`src/rtl/mdc_pkg.sv`:
```
`default_nettype none
// +----------------------------------------------------------------------+
// | mdc_pkg: digit width, per-radix digit maxima, mode/direction codes.  |
// | Rev 1.0                                                              |
// +----------------------------------------------------------------------+
package mdc_pkg;

    localparam int          DIGIT_W = 4;
    localparam logic [3:0]  BCD_MAX = 4'd9;
    localparam logic [3:0]  HEX_MAX = 4'd15;

    typedef enum logic {
        MODE_BCD = 1'b0,
        MODE_HEX = 1'b1
    } mode_e;

    typedef enum logic {
        DIR_UP   = 1'b0,
        DIR_DOWN = 1'b1
    } dir_e;

    function automatic logic [3:0] digit_max(input logic mode);
        return (mode == MODE_HEX) ? HEX_MAX : BCD_MAX;
    endfunction

endpackage
`default_nettype wire

```
`src/rtl/mdc_digit.sv`:
```
`default_nettype none
// +----------------------------------------------------------------------+
// | mdc_digit: one 4-bit up/down digit, BCD or hex, with terminal flag.  |
// | Rev 1.0                                                              |
// +----------------------------------------------------------------------+
module mdc_digit
    import mdc_pkg::*;
(
    input  logic                 clk,
    input  logic                 reset,
    input  logic                 step,
    input  logic                 mode,
    input  logic                 direction,
    input  logic                 load,
    input  logic [DIGIT_W-1:0]   load_digit,
    output logic [DIGIT_W-1:0]   digit,
    output logic                 terminal
);

    logic [DIGIT_W-1:0] digit_q;
    logic [DIGIT_W-1:0] digit_d;
    logic [DIGIT_W-1:0] w_max;

    assign w_max = digit_max(mode);

    // ">=" makes out-of-range BCD values (10-15) terminal when counting up.
    assign terminal = (direction == DIR_DOWN) ? (digit_q == '0) : (digit_q >= w_max);

    always_comb begin
        digit_d = digit_q;
        if (load) begin
            digit_d = load_digit;
        end else if (step) begin
            if (direction == DIR_UP) begin
                digit_d = terminal ? '0 : digit_q + 4'd1;
            end else if (digit_q == '0) begin
                digit_d = w_max;
            end else if (digit_q > w_max) begin
                digit_d = w_max;
            end else begin
                digit_d = digit_q - 4'd1;
            end
        end
    end

    always_ff @(posedge clk) begin
        if (reset) begin
            digit_q <= '0;
        end else begin
            digit_q <= digit_d;
        end
    end

    assign digit = digit_q;

endmodule
`default_nettype wire

```
`src/rtl/multi_digit_updown_counter.sv`:
```
`default_nettype none
// +----------------------------------------------------------------------+
// | multi_digit_updown_counter: N-digit cascaded BCD/hex up/down counter |
// | with registered wrap pulse. Parallel load enabled by MDC_LOAD_EN.    |
// | Rev 1.0                                                              |
// +----------------------------------------------------------------------+
module multi_digit_updown_counter
    import mdc_pkg::*;
#(
    parameter int DIGITS = 4
) (
    input  logic                      clk,
    input  logic                      reset,
    input  logic                      enable,
    input  logic                      mode,
    input  logic                      direction,
    input  logic                      load,
    input  logic [DIGIT_W*DIGITS-1:0] load_value,
    output logic [DIGIT_W*DIGITS-1:0] count,
    output logic                      carry_out
);

    logic                      w_load;
    logic [DIGIT_W*DIGITS-1:0] w_load_value;
    logic [DIGITS-1:0]         w_term;
    logic [DIGITS:0]           w_chain;
    logic                      carry_q;
    logic                      carry_d;

`ifdef MDC_LOAD_EN
    assign w_load       = load;
    assign w_load_value = load_value;
`else
    // Pins kept for compatibility; tying the digit load to zero removes the mux.
    logic w_unused_load;
    assign w_unused_load = ^{load, load_value};
    assign w_load        = 1'b0;
    assign w_load_value  = '0;
`endif

    assign w_chain[0] = 1'b1;

    for (genvar gi = 0; gi < DIGITS; gi++) begin : g_digit
        mdc_digit u_digit (
            .clk        (clk),
            .reset      (reset),
            .step       (enable & w_chain[gi]),
            .mode       (mode),
            .direction  (direction),
            .load       (w_load),
            .load_digit (w_load_value[gi*DIGIT_W +: DIGIT_W]),
            .digit      (count[gi*DIGIT_W +: DIGIT_W]),
            .terminal   (w_term[gi])
        );
        assign w_chain[gi+1] = w_chain[gi] & w_term[gi];
    end

    // All digits terminal means this enabled edge wraps the whole counter.
    assign carry_d = w_load ? 1'b0 : (enable & w_chain[DIGITS]);

    always_ff @(posedge clk) begin
        if (reset) begin
            carry_q <= 1'b0;
        end else begin
            carry_q <= carry_d;
        end
    end

    assign carry_out = carry_q;

endmodule
`default_nettype wire

```
`config.mk`:
```
export PLATFORM = sky130hd
export DESIGN_NAME = multi_digit_updown_counter
export DESIGN_NICKNAME = d
export VERILOG_FILES = /design/src/rtl/mdc_pkg.sv /design/src/rtl/mdc_digit.sv /design/src/rtl/multi_digit_updown_counter.sv
export SDC_FILE = /design/constraint.sdc
export NUM_CORES = 1
export LEC_CHECK = 0
export CAP_MARGIN = 5
export CELL_PAD_IN_SITES_DETAIL_PLACEMENT = 1
export CELL_PAD_IN_SITES_GLOBAL_PLACEMENT = 1
export CORE_AREA = 2 2 71 73
export DETAILED_ROUTE_END_ITERATION = 12
export DIE_AREA = 0 0 73 75
export PLACE_DENSITY_LB_ADDON = 0.1
export SLEW_MARGIN = 5
export SYNTH_ARGS = -nofsm -noshare
export SYNTH_HDL_FRONTEND = slang
export SYNTH_SLANG_ARGS = --single-unit
```
`constraint.sdc`:
```
create_clock -name clk -period 5.87 [get_ports clk]
set_clock_uncertainty 0.05 [all_clocks]
set_input_delay 1.174 -clock clk [delete_from_list [all_inputs] [get_ports clk]]
set_output_delay 1.174 -clock clk [all_outputs]
set_load 0.01 [all_outputs]
```
==> key figures, run 1 <==
Run status
  – Status: finished, final reports clean

Clock tree
  – Cts hold-fix bufs: 0
  – # Post-CTS Setup Buffers: 0
  – CTS Root Buffer Type: clkbuf_8
  – Clk_lat worst skew: ~0.26 ns
  – Clock Path Buffers: 2
  – CTS sink count: 17
  – H-tree lvl count: 1
  – Inserted Clock Buffers: 3
  – CTS clk-pin slew, worst paths: approximately 0.080 ns
  – CTS resizes: 0
  – CTS tree: built

Pwr
  – Total Power: 0.3583 mW
  – Leak pwr: slightly below 0.8 nW
  – Switching share of power: 37.09%
  – Seq pwr share: between 30% and 40%
  – Worst VDD drop: 0.1160 mV
  – Power Internal: approximately 0.23 mW
  – Clock Power Share: roughly a quarter
  – Pwr per Cell Area: ~170 nW/um^2
  – Combinational power share: roughly a third
  – Sw power: around 0.13 mW

Routing
  – Routed vias: roughly 1800
  – Via density: between 6 and 7
  – 1st-pass router iterations: 4
  – DRC: 0
  – Routed WL: 5314 um
  – Post-DRT Antenna Nets: 0
  – Routed length per instance: approximately 18 um
  – Initial DRC Count: 114

Setup path
  – Reg2Reg Depth: 6
  – Worst Setup Start Kind: input port
  – Crit-path cells: clkdlybuf4s50_1 > inv_1 > ha_1 > a211oi_2 > nor2_1 > o21ai_1 > nor2_1 > a311oi_2
  – Top cell family by delay on the critical path: buffers and inverters
  – Worst Path Buf+Inv: 2
  – Setup Crit Path Kind: input port to register
  – CP arrival: between 3 and 4 ns
  – CP max stage cell: clkdlybuf4s50_1
  – Reg2reg setup slack: 3.65 ns
  – Most used cell, CP: nor2_1
  – Max incr delay on CP: between 0.6 and 0.7 ns
  – Worst setup path startpoint: mode
  – RR Startpoint: g_digit[0].u_digit.digit[2]
  – Worst Setup End Kind: register
  – R2r endpoint: g_digit[0].u_digit.digit[1]
  – CP Data Required Time: approximately 6 ns
  – Crit-path max FO: 10

Layout
  – NumNets Final: approximately 280
  – Layout cells sized above 1: 9.583%
  – Area grow syn2layout: 14.61%
  – Antenna cells: 0

Die
  – Starting density of the core: between 30% and 40%
  – Core area: ~4700 um^2
  – Die footprint: 5475 um^2
  – Die Width: ~73 um
  – Die Y-Extent: around 75 um
  – Num rows: 25
  – # IOs: 39

Synth
  – Mapped cell area: roughly 1800 um^2
  – Synthesized net count: roughly 270
  – Synth top area share: a little under a fifth
  – YS warnings: 0
  – Synth area leaders: dfxtp_1 (19%), ha_1 (13%), a21oi_1 (4.5%), nand3_1 (3.9%), o21ai_0 (3.9%)
  – Mapped Cells: around 230
  – Post-synth EDFFs: 0
  – Area leader, netlist: dfxtp_1
  – Synth async-reset ratio: 0%
  – Ys flop type: dfxtp_1
  – Post-synthesis sequential element count: 17
  – Sequential element share of the synthesized area: between 10% and 20%
  – Post-synth cell types: 66
  – Synthesized area per cell: roughly 8.0 um^2

STA
  – Fin. max-slew vios: 0
  – Fmax: about 0.27 GHz
  – Tcrit/Tclk final: about 62%
  – RSZ-0062 raised after global routing: no
  – Rel. slew slack: a little over a third
  – Setup tns final: 0 ns
  – Worst-margin pin slew: ~0.98 ns
  – Final setup vio count: 0
  – Final hold vios: 0
  – Final min period: ~3.6 ns

Placement
  – Port Buffer Count: 21
  – DP HPWL: 3844 um
  – Placer Congestion: 0.8517

Hold path
  – Hold depth: 2
  – Hold Path Sink: g_digit[2].u_digit.digit[1]
  – Hold_sp: g_digit[2].u_digit.digit[1]
  – Hold WC Path Type: register to register

Global routing
  – Initial antenna violation count: 0
  – Pin count of the biggest net entering global routing: 28
  – Total GRT Usage: about a fifth
  – Grt total ovfl: 0
  – First-pass GRT wire length: 8832 um
  – Vias in the first global route: about 1800

Flow run
  – Number of max-cap violations: 0
[stage by stage]
stage               worst slack, ns  hold slack (ns)  instances  area, um^2  util (%)
finish                        2.230           0.5513        294        2061     44.21
CTS                           2.236           0.5488        294        2061     44.21
global route                  2.003           0.6091        294        2061     44.21
global placement              1.997           0.5285        290        2016     43.25
detailed placement            1.980           0.5369        290        2016     43.25
floorplan                     3.039           0.5083        226        1798         -
[worst min-delay path, cell delays in order, from the launching register on]
cell,delay [ns]
dfxtp_1,0.38
inv_1,0.11
a211oi_1,0.07
[cell usage after synthesis, drive strengths merged, types with 5 or more instances]
cell type	number
nand2	12
a21o	6
dfxtp	17
clkbuf	5
a211oi	5
buf	7
a31oi	5
o21ai	20
nor2	13
inv	16
ha	18
nand3	14
and3	5
a21oi	17
a311oi	6
[power groups by stage]
| stage | sequential, mW | clock, mW | combinational, mW |
|---|---|---|---|
| finish | 0.138 | 0.0951 | 0.126 |
| global route | 0.139 | 0.102 | 0.139 |
| CTS | 0.137 | 0.0984 | 0.126 |
| detailed placement | 0.140 | 0 | 0.125 |
| global placement | 0.140 | 0 | 0.123 |
| floorplan | 0.134 | 0 | 0.0929 |
[registers in the layout, indices dropped and copies added (netlist names)]
| register | count |
|---|---|
| g_digit.u_digit.digit | 16 |
| carry_out | 1 |
[cell usage in the layout, fill, tap and decap left out, types with 2 or more instances in the layout]
cell type        Yosys  routed
clkdlybuf4s50_1      0      21
ha_1                18      18
dfxtp_1             17      17
a21oi_1             16      16
inv_1               15      15
nand3_1             14      14
o21ai_0             14      14
nor2_1              13      13
nand2_1             12      12
a21o_1               6       6
a31oi_1              5       5
a211oi_1             4       4
a311oi_1             4       4
o21ai_1              4       4
nor4_1               4       4
and3_1               3       3
a211o_1              3       3
a32oi_1              3       3
a221oi_1             3       3
clkbuf_8             0       3
nand3b_1             2       2
a22o_1               2       2
o21ai_2              2       2
and3_2               2       2
nand2b_1             2       2
nor3_1               2       2
o21a_1               2       2
xnor2_1              2       2
o32ai_1              2       2
o22ai_1              2       2
a311oi_2             2       2
o211ai_1             2       2
[logic make-up (layout without fill, tap and decap cells)]
group,after synthesis,after routing,share of synthesized area [%]
adders and majority gates,18,18,12.53
DFF,17,17,18.93
buffers and inverters,28,42,7.097
AOI/OAI and AO/OA,91,91,37.93
xor gates and xnor gates,2,2,0.9744
and+or+nand+nor,68,68,21.36
muxes,2,2,1.183
[layer usage]
layer | GRT usage (%) | routed length (um) | up-vias
met3 | 3.079 | 186 | 6
met2 | 34.13 | 2413 | 35
met4 | 4.321 | 68 | 0
li1 | - | - | 903
met1 | 27.96 | 2645 | 886
met5 | 0 | 0 | -
[worst max-delay path by stage]
stage / slack [ns] / end / cells past startpoint
floorplan: 3.04 / g_digit[0].u_digit.digit[1] / 7
global placement: 2.00 / g_digit[0].u_digit.digit[1] / 8
detailed placement: 1.98 / g_digit[0].u_digit.digit[1] / 8
CTS: 2.24 / g_digit[0].u_digit.digit[1] / 8
global route: 2.00 / g_digit[3].u_digit.digit[2] / 7
finish: 2.23 / g_digit[3].u_digit.digit[0] / 8
[final cells by class]
type                            count  area (um^2)
Fill cell                         567         2600
Multi-Input combinational cell    181         1330
Sequential cell                    17        340.3
Timing Repair Buffer               22        217.7
Tap cell                           54        67.56
Inverter                           16        60.06
Clock buffer                        4        45.04
(Power assumes the default switching activity.)
==> inputs of run 2 (changes only) <==
CORE_AREA = 2 2 73 75   (was 2 2 71 73)
DIE_AREA = 0 0 75 77   (was 0 0 73 75)
clock period = 3.65 ns   (was 5.87 ns; I/O delays follow)
==> key figures, run 2 (same netlist as run 1, synthesis figures left out) <==
Layout
  – Commonest non-fill, non-tap cell in the layout: clkdlybuf4s50_1 (unchanged)
  – Max reg flops: 16 (unchanged)
  – Area grow syn2layout: 16.56% (was 14.61%)
  – Layout cells sized above 1: 10.33% (was 9.583%)
  – Cell area after layout: 2096 um^2 (was 2061 um^2)
  – Most frequent cells in the layout: clkdlybuf4s50_1 (21), ha_1 (18), dfxtp_1 (17), a21oi_1 (16), inv_1 (15) (unchanged)
  – NumNets Final: 283 (was 281)
  – Antenna cells: 0 (unchanged)

Clock tree
  – CTS sink count: 17 (unchanged)
  – # Post-CTS Setup Buffers: 0 (unchanged)
  – CTS clk-pin slew, worst paths: 0.08 ns (about the same)
  – CTS Root Buffer Type: clkbuf_8 (unchanged)
  – CTS resizes: 0 (unchanged)
  – H-tree lvl count: 1 (unchanged)
  – CTS tree: built (unchanged)
  – Inserted Clock Buffers: 3 (unchanged)
  – Clk_lat worst skew: 0.26 ns (about the same)
  – Cts hold-fix bufs: 0 (unchanged)
  – Clock Path Buffers: 2 (unchanged)

Global routing
  – Total GRT Usage: 19.58% (was 20.43%)
  – Grt total ovfl: 0 (unchanged)
  – First-pass GRT wire length: 9045 um (was 8832 um)
  – Most used routing layer: met2 (unchanged)
  – GR Layer Usage met1: 29.01% (was 27.96%)
  – Pin count of the biggest net entering global routing: 22 (was 28)
  – GR met2 Demand/Resource: 29.82% (was 34.13%)
  – Vias in the first global route: 1790 (was 1833)
  – Met3 usage in global routing: 1.971% (was 3.079%)
  – Initial antenna violation count: 0 (unchanged)

Pwr
  – Power Internal: 0.3637 mW (was 0.2254 mW)
  – Sw power: 0.2144 mW (was 0.1329 mW)
  – Switching share of power: 37.08% (was 37.09%)
  – Combinational power share: 35.0% (was 35.1%)
  – Pwr per Cell Area: 275.8 nW/um^2 (was 173.9 nW/um^2)
  – Leak pwr: 0.7949 nW (was 0.7853 nW)
  – Total Power: 0.5780 mW (was 0.3583 mW)
  – Seq pwr share: 38.2% (was 38.4%)
  – Clock Power Share: 26.8% (was 26.5%)
  – Worst VDD drop: 0.1317 mV (was 0.1160 mV)

STA
  – Post-route worst setup slack: 0.7025 ns (was 2.230 ns)
  – Tcrit/Tclk final: between 80% and 90%
  – Rel. slew slack: 47.70% (was 34.79%)
  – Fmax: between 0.3 and 0.4 GHz
  – RSZ-0062 raised after global routing: no (unchanged)
  – Final hold vios: 0 (unchanged)
  – Fin. max-slew vios: 0 (unchanged)
  – Worst-margin pin slew: 0.7821 ns (was 0.9751 ns)
  – Final min period: ~2.9 ns
  – Final hold slack: 0.5260 ns (was 0.5513 ns)
  – Setup tns final: 0 ns (unchanged)
  – Final setup vio count: 0 (unchanged)

Routing
  – 1st-pass router iterations: 4 (unchanged)
  – Post-DRT Antenna Nets: 0 (unchanged)
  – Routed length per instance: 16.74 um (was 18.07 um)
  – DRC: 0 (unchanged)
  – Routed WL: 5223 um (was 5314 um)
  – Initial DRC Count: 96 (was 114)
  – Via density: 5.894 (was 6.224)
  – Routed vias: 1839 (was 1830)

Setup path
  – CP Data Required Time: 3.77 ns (was 5.99 ns)
  – Worst setup path startpoint: mode (unchanged)
  – RR Startpoint: g_digit[0].u_digit.digit[2] (unchanged)
  – Setup Crit Path Kind: input port to register (unchanged)
  – Worst Setup End Kind: register (unchanged)
  – Worst setup path end: g_digit[0].u_digit.digit[1] (was g_digit[3].u_digit.digit[0])
  – Reg2reg setup slack: 1.42 ns (was 3.65 ns)
  – Crit-path max FO: 10 (unchanged)
  – R2r endpoint: g_digit[0].u_digit.digit[1] (unchanged)
  – CP arrival: 3.07 ns (was 3.76 ns)
  – Worst Setup Start Kind: input port (unchanged)
  – Reg2Reg Depth: 6 (unchanged)

Placement
  – Port Buffer Count: 21 (unchanged)
  – Placer Congestion: 0.7629 (was 0.8517)
  – Pre-CTS setup slack: 0.4461 ns (was 1.980 ns)
  – DP HPWL: 3795 um (was 3844 um)
  – Area after DPL: 2051 um^2 (was 2016 um^2)

Die
  – Core area: 4977 um^2 (was 4661 um^2)
  – Die Width: 75 um (was 73 um)
  – Die Y-Extent: 77 um (was 75 um)
  – Die footprint: 5775 um^2 (was 5475 um^2)
  – Num rows: 26 (was 25)
  – Starting density of the core: 36.12% (was 38.58%)
  – # IOs: 39 (unchanged)

Hold path
  – Hold WC Path Type: register to register (unchanged)

Run status
  – Status: finished, final reports clean (unchanged)

Flow run
  – Number of max-cap violations: 0 (unchanged)
run 2: cell type report:
class,count,area [um^2]
Multi-Input combinational cell,181,1330
Inverter,16,60.06
Sequential cell,17,340.3
Timing Repair Buffer,24,232.7
Tap cell,70,87.58
Clock buffer,4,45.04
Fill cell,617,2882
run 2: worst max-delay path: stages:
cell             delay, ns
clkdlybuf4s50_1       0.42
inv_1                 0.36
ha_1                  0.36
a21o_1                0.24
a32oi_2               0.34
nor2_1                0.10
a211o_1               0.29
a311oi_2              0.22
run 2: power by group through the flow:
stage | Combinational [mW] | Clock [mW] | Sequential (mW)
after floorplan | 0.149 | 0 | 0.216
after global placement | 0.200 | 0 | 0.226
after detailed placement | 0.202 | 0 | 0.225
after CTS | 0.203 | 0.161 | 0.221
after global routing | 0.226 | 0.167 | 0.224
final | 0.202 | 0.155 | 0.221
run 2: layer usage:
layer,wire [um],part of all wire (%)
met4,66,1.3
met3,88,1.7
met1,2737,52
met5,0,0
met2,2331,45
run 2: through the flow:
stage / cells / util, %
6_report: 312 / 42.11
5_1_grt: 312 / 42.11
4_1_cts: 312 / 42.11
3_5_place_dp: 308 / 41.20
3_3_place_gp: 308 / 41.20
2_1_floorplan: 226 / -
run 2: how the worst min path moves through the flow:
stage | start | endpoint | slack, ns | cells after the start
after floorplan | g_digit[2].u_digit.digit[1] | g_digit[2].u_digit.digit[1] | 0.51 | 2
after global placement | g_digit[2].u_digit.digit[1] | g_digit[2].u_digit.digit[1] | 0.51 | 2
after detailed placement | g_digit[2].u_digit.digit[1] | g_digit[2].u_digit.digit[1] | 0.52 | 2
after CTS | g_digit[2].u_digit.digit[1] | g_digit[2].u_digit.digit[1] | 0.53 | 2
after global routing | g_digit[2].u_digit.digit[1] | g_digit[2].u_digit.digit[1] | 0.56 | 2
final | g_digit[2].u_digit.digit[1] | g_digit[2].u_digit.digit[1] | 0.53 | 2
==> variant 1, RTL diff (config.mk and constraints of run 1) <==
The parameter `DIGITS` goes from 4 to 5.
--- a/src/rtl/multi_digit_updown_counter.sv
+++ b/src/rtl/multi_digit_updown_counter.sv
@@ -7,7 +7,7 @@
 module multi_digit_updown_counter
     import mdc_pkg::*;
 #(
-    parameter int DIGITS = 4
+    parameter int DIGITS = 5
 ) (
     input  logic                      clk,
     input  logic                      reset,
Ports: changed (resized count and load_value); port bits go from 39 to 47. No check against the original RTL was run, so the function may have changed too.
==> variant 1 against run 1 <==
Die area unchanged. Worst hold slack worse by 0.028 ns. Largest power group unchanged. Area after synthesis up 20%. Sequential cell count up 4. Wire length up 17%. Total power up 16%. Cell count up 18%. Worst setup slack worse by 0.38 ns. Final area up 20%. Largest cell class unchanged. Critical endpoint is now g_digit[4].u_digit.digit[3]. Global-route usage up 3.4 points.
==> variant 1: results (changes against run 1) <==
setup_path:
  critPathMaxStageDelay_ns: 0.66  # -0.03 ns
  cp.arrival_ns: 4.14  # +0.38 ns
  path_max_fanout: 15  # +5
  r2r_setup_slack_ns: 3.24  # -0.41 ns
  r2r_end: "g_digit[4].u_digit.digit[3]"
  path_delay_family: "compound AO/OA/AOI/OAI gates"
hold_path:
  min_to: "g_digit[3].u_digit.digit[1]"
  hold_path.class: "reg2reg"
synthesis:
  ys_types: 62  # -6.1%
  synth_fa_ha_area_frac: 0.127  # +0.00183
  synth_xor_xnor_area_share: 0.00809  # -0.00165
  synth_seq_area_share: 0.194  # +0.00482
  yosysTopAreaCellShare: 0.194  # +0.00482
  yosys-top-cells-area: "dfxtp_1 19%, ha_1 13%, a21oi_1 4.2%"
  synth_nets: 329  # +24%
  synth_compound_area_frac: 0.373  # -0.00607
route:
  viasPerCell: 6.56  # +5.4%
  first_iter_violations: 76  # -33%
  drt-total-wl_microns: 6240  # +17%
placed_design:
  dpl.hpwl_microns: 4320  # +12%
  placed_cell_area_sq_um: 2420  # +20%
  io_buffers: 25  # +19%
  place.gp.congestion: 0.822  # -3.5%
sta:
  worst_pin_slew_ns: 0.874  # -0.101 ns
  whs_ns: 0.523  # -0.0285 ns
layout:
  layout-drive-gt1-share: 0.0582  # -0.0376
  finalNetCount: 341  # +21%
  largest_reg_flops: 20  # +4
power_and_ir_drop:
  leakage_nw: 0.943  # +20%
grt:
  grt_pass1_vias: 2194  # +20%
  grt_pass1_wl_microns: 10400  # +18%
  grt_max_degree: 29  # +3.6%
outcome:
  status: "finished, final reports clean"
-- variant 1: cell count changes after synthesis, moves of 4 or more --
cell / delta
dfxtp_1: +4
a31oi_1: +5
o21ai_0: -6
clkbuf_1: +9
nor3b_1: +4
nand2_1: +10
nor3_1: +4
ha_1: +4
a211oi_1: +6
nand4_1: +4
nand3_1: -4
-- variant 1: kinds of logic after synthesis --
logic type	count (synthesis)
flip-flops	21
AND/OR/NAND/NOR	85
multiplexers	4
buffers and inverters	39
AO/OA/AOI/OAI	108
XOR/XNOR	2
adder cells (fa/ha/maj)	22
-- variant 1: layer usage --
layer	up-vias	wire length [microns]	track usage
met2	42	3010	0.416
li1	1108	-	-
met5	-	0	0
met1	1115	3010	0.318
met3	4	185	0.0321
met4	0	34	0.0432
-- variant 1: per-stage QoR --
step | cells | setup slack (ns)
2_1_floorplan | 281 | 2.59
3_3_place_gp | 342 | 1.60
3_5_place_dp | 342 | 1.59
4_1_cts | 346 | 1.84
5_1_grt | 346 | 1.70
6_report | 346 | 1.85
-- variant 1: power by group --
| group | switching [mW] | internal, mW | total (mW) |
|---|---|---|---|
| registers | 0.0181 | 0.150 | 0.168 |
| clock network | 0.0498 | 0.0484 | 0.0982 |
| logic | 0.0830 | 0.0650 | 0.148 |
-- variant 1: cell type report --
| class | count | area, sq um |
|---|---|---|
| fill | 593 | 2190 |
| clock buffer | 4 | 45.0 |
| timing repair buffer | 28 | 273 |
| multi-input combinational | 221 | 1590 |
| sequential | 21 | 420 |
| tap | 54 | 67.6 |
| inverter | 18 | 67.6 |
-- variant 1: tightest hold or removal path, delay by kind of cell, from the launching register on --
kind                   cells  cell delay (ns)
AO/OA/AOI/OAI              1             0.07
flip-flops                 1             0.36
buffers and inverters      1             0.09
==> variant 2, RTL diff (settings of run 1) <==
Without the edit above. Register the output `count`, with the module's reset; this adds one clock of latency there. The other outputs are not delayed to match.
--- a/src/rtl/multi_digit_updown_counter.sv
+++ b/src/rtl/multi_digit_updown_counter.sv
@@ -19,6 +19,8 @@
     output logic [DIGIT_W*DIGITS-1:0] count,
     output logic                      carry_out
 );
+
+    logic [DIGIT_W*DIGITS-1:0] count_d;
 
     logic                      w_load;
     logic [DIGIT_W*DIGITS-1:0] w_load_value;
@@ -49,7 +51,7 @@
             .direction  (direction),
             .load       (w_load),
             .load_digit (w_load_value[gi*DIGIT_W +: DIGIT_W]),
-            .digit      (count[gi*DIGIT_W +: DIGIT_W]),
+            .digit      (count_d[gi*DIGIT_W +: DIGIT_W]),
             .terminal   (w_term[gi])
         );
         assign w_chain[gi+1] = w_chain[gi] & w_term[gi];
@@ -68,6 +70,14 @@
 
     assign carry_out = carry_q;
 
+    always_ff @(posedge clk) begin
+        if (reset) begin
+            count <= '0;
+        end else begin
+            count <= count_d;
+        end
+    end
+
 endmodule
 `default_nettype wire
 
Check against the original RTL: not equivalent (Yosys sat finds a counterexample within 4 cycles, from zero or initial values and one cycle with reset high).
==> variant 2 against run 1 <==
Total power up 59%. Worst setup slack got worse by 0.066 ns. Final area increased by 19%. Die area is the same. Worst hold slack lost 0.037 ns. Fmax down 1.8%. Global-route usage up 0.18 points. Area after synthesis rose by 19%. Wire length is 2.4% lower. Sequential cell count up 16. Non-clock buffer count grew 1. Critical path type unchanged. Highest routed layer unchanged.
==> variant 2: results (changes against run 1) <==
outcome:
  status: "finished, final reports clean"
layout:
  design_area_sq_um: 2440  # +19%
  layout-drive-gt1-share: 0.0667  # -0.0292
  diodes: 0  # unchanged
  num-nonclk-buffers: 23  # +4.5%
  finalNetCount: 309  # +10%
  multi_input_gates: 190  # +5.0%
  n_fill_cell: 558  # -1.6%
  nClkBuffers: 7  # +3
  clk_share: 0.0415  # +0.0196
  seqCellArea_sq_um: 661  # +94%
  buffer_area_frac: 0.0921  # -0.0135
grt:
  grt_pass1_wl_microns: 8850  # +0.15%
  grt_pass1_vias: 1839  # +0.33%
  use_met1: 0.272  # -0.00789
  groute.layer.met3.usage: 0.0361  # +0.00535
  grt_util_met2: 0.344  # +0.00300
  grt_use_total: 0.206  # +0.00181
  grt_max_degree: 33  # +18%
route:
  drt-total-wl_microns: 5190  # -2.4%
  routedWlPerCell_microns: 16.0  # -11%
  dr_wl_met3_microns: 126  # -32%
  dr_wl_met2_microns: 2520  # +4.2%
  viasPerCell: 5.92  # -4.8%
  ant_nets: 0  # unchanged
  first_iter_violations: 86  # -25%
  met1_length_microns: 2500  # -5.7%
clock_tree:
  insertion_delay_ns: 0.28  # +0.02 ns
  cts_root_buf: "clkbuf_8"
  cts_inserted_buffers: 5  # +2
  cts_resized: 0  # unchanged
  clk_pin_slew_ns: 0.07
  htreeDepth: 2  # +1
sta:
  slew_headroom: 0.568  # +0.220
synthesis:
  yosys-top-cells-area: "dfxtp_1 31%, ha_1 11%, nor2_1 3.7%"
  synthCells: 254  # +12%
  synth_nets: 294  # +11%
  yosysTopAreaCellShare: 0.309  # +0.120
  synth_seq_area_share: 0.309  # +0.120
  synth_fa_ha_area_frac: 0.105  # -0.0199
  ys_types: 49  # -26%
  synth_xor_xnor_area_share: 0.0123  # +0.00255
  synth_commonest_cells: "33 x dfxtp_1, 21 x nor2_1, 18 x ha_1"
  muxShareOfSynthArea: 0.0140  # +0.00221
  synth_compound_area_frac: 0.279  # -0.101
  ys_seq_elements: 33  # +16
placed_design:
  placed_cell_area_sq_um: 2340  # +16%
  dpl.hpwl_microns: 3570  # -7.0%
  dp_slack_ns: 1.85  # -0.135 ns
  place.gp.congestion: 0.804  # -5.6%
  dp_cells: 316  # +9.0%
  io_buffers: 21  # unchanged
setup_path:
  critPathMaxStageDelay_ns: 0.67  # -0.02 ns
  path_delay_family: "compound AO/OA/AOI/OAI gates"
  cp.arrival_ns: 3.86  # +0.10 ns
  path_max_fanout: 12  # +2
power_and_ir_drop:
  leakage_nw: 1.03  # +31%
  irDropWorstVdd_uv: 107  # -7.8%
hold_path:
  hold_path.class: "reg2reg"
floorplanning:
  die_area_sq_um: 5480  # unchanged
## variant 2: cell types whose count changed in the layout (fill, tap and decap cells not counted), sizes merged, moves of 4 or more
| cell | delta |
|---|---|
| a21o | +5 |
| a21oi | -4 |
| dfxtp | +16 |
| nand2 | +4 |
| nor2 | +9 |
| nor2b | +6 |
| nor3 | +4 |
| nor4 | -4 |
| o21ai | -9 |
## variant 2: where the power goes
part / internal (mW) / switching, mW / leakage (nW)
registers: 0.235 / 0.0161 / 0.269
logic: 0.0556 / 0.0683 / 0.708
clock network: 0.106 / 0.0878 / 0.0542
## variant 2: final timing paths
path                                  to                        start  cells after the start  slack (ns)
max          g_digit[2].u_digit.digit[1]                         mode                      8        2.16
min          g_digit[0].u_digit.digit[1]  g_digit[0].u_digit.digit[1]                      2        0.51
max reg2reg  g_digit[0].u_digit.digit[2]  g_digit[0].u_digit.digit[2]                      6        3.63
min reg2reg  g_digit[0].u_digit.digit[1]  g_digit[0].u_digit.digit[1]                      2        0.51
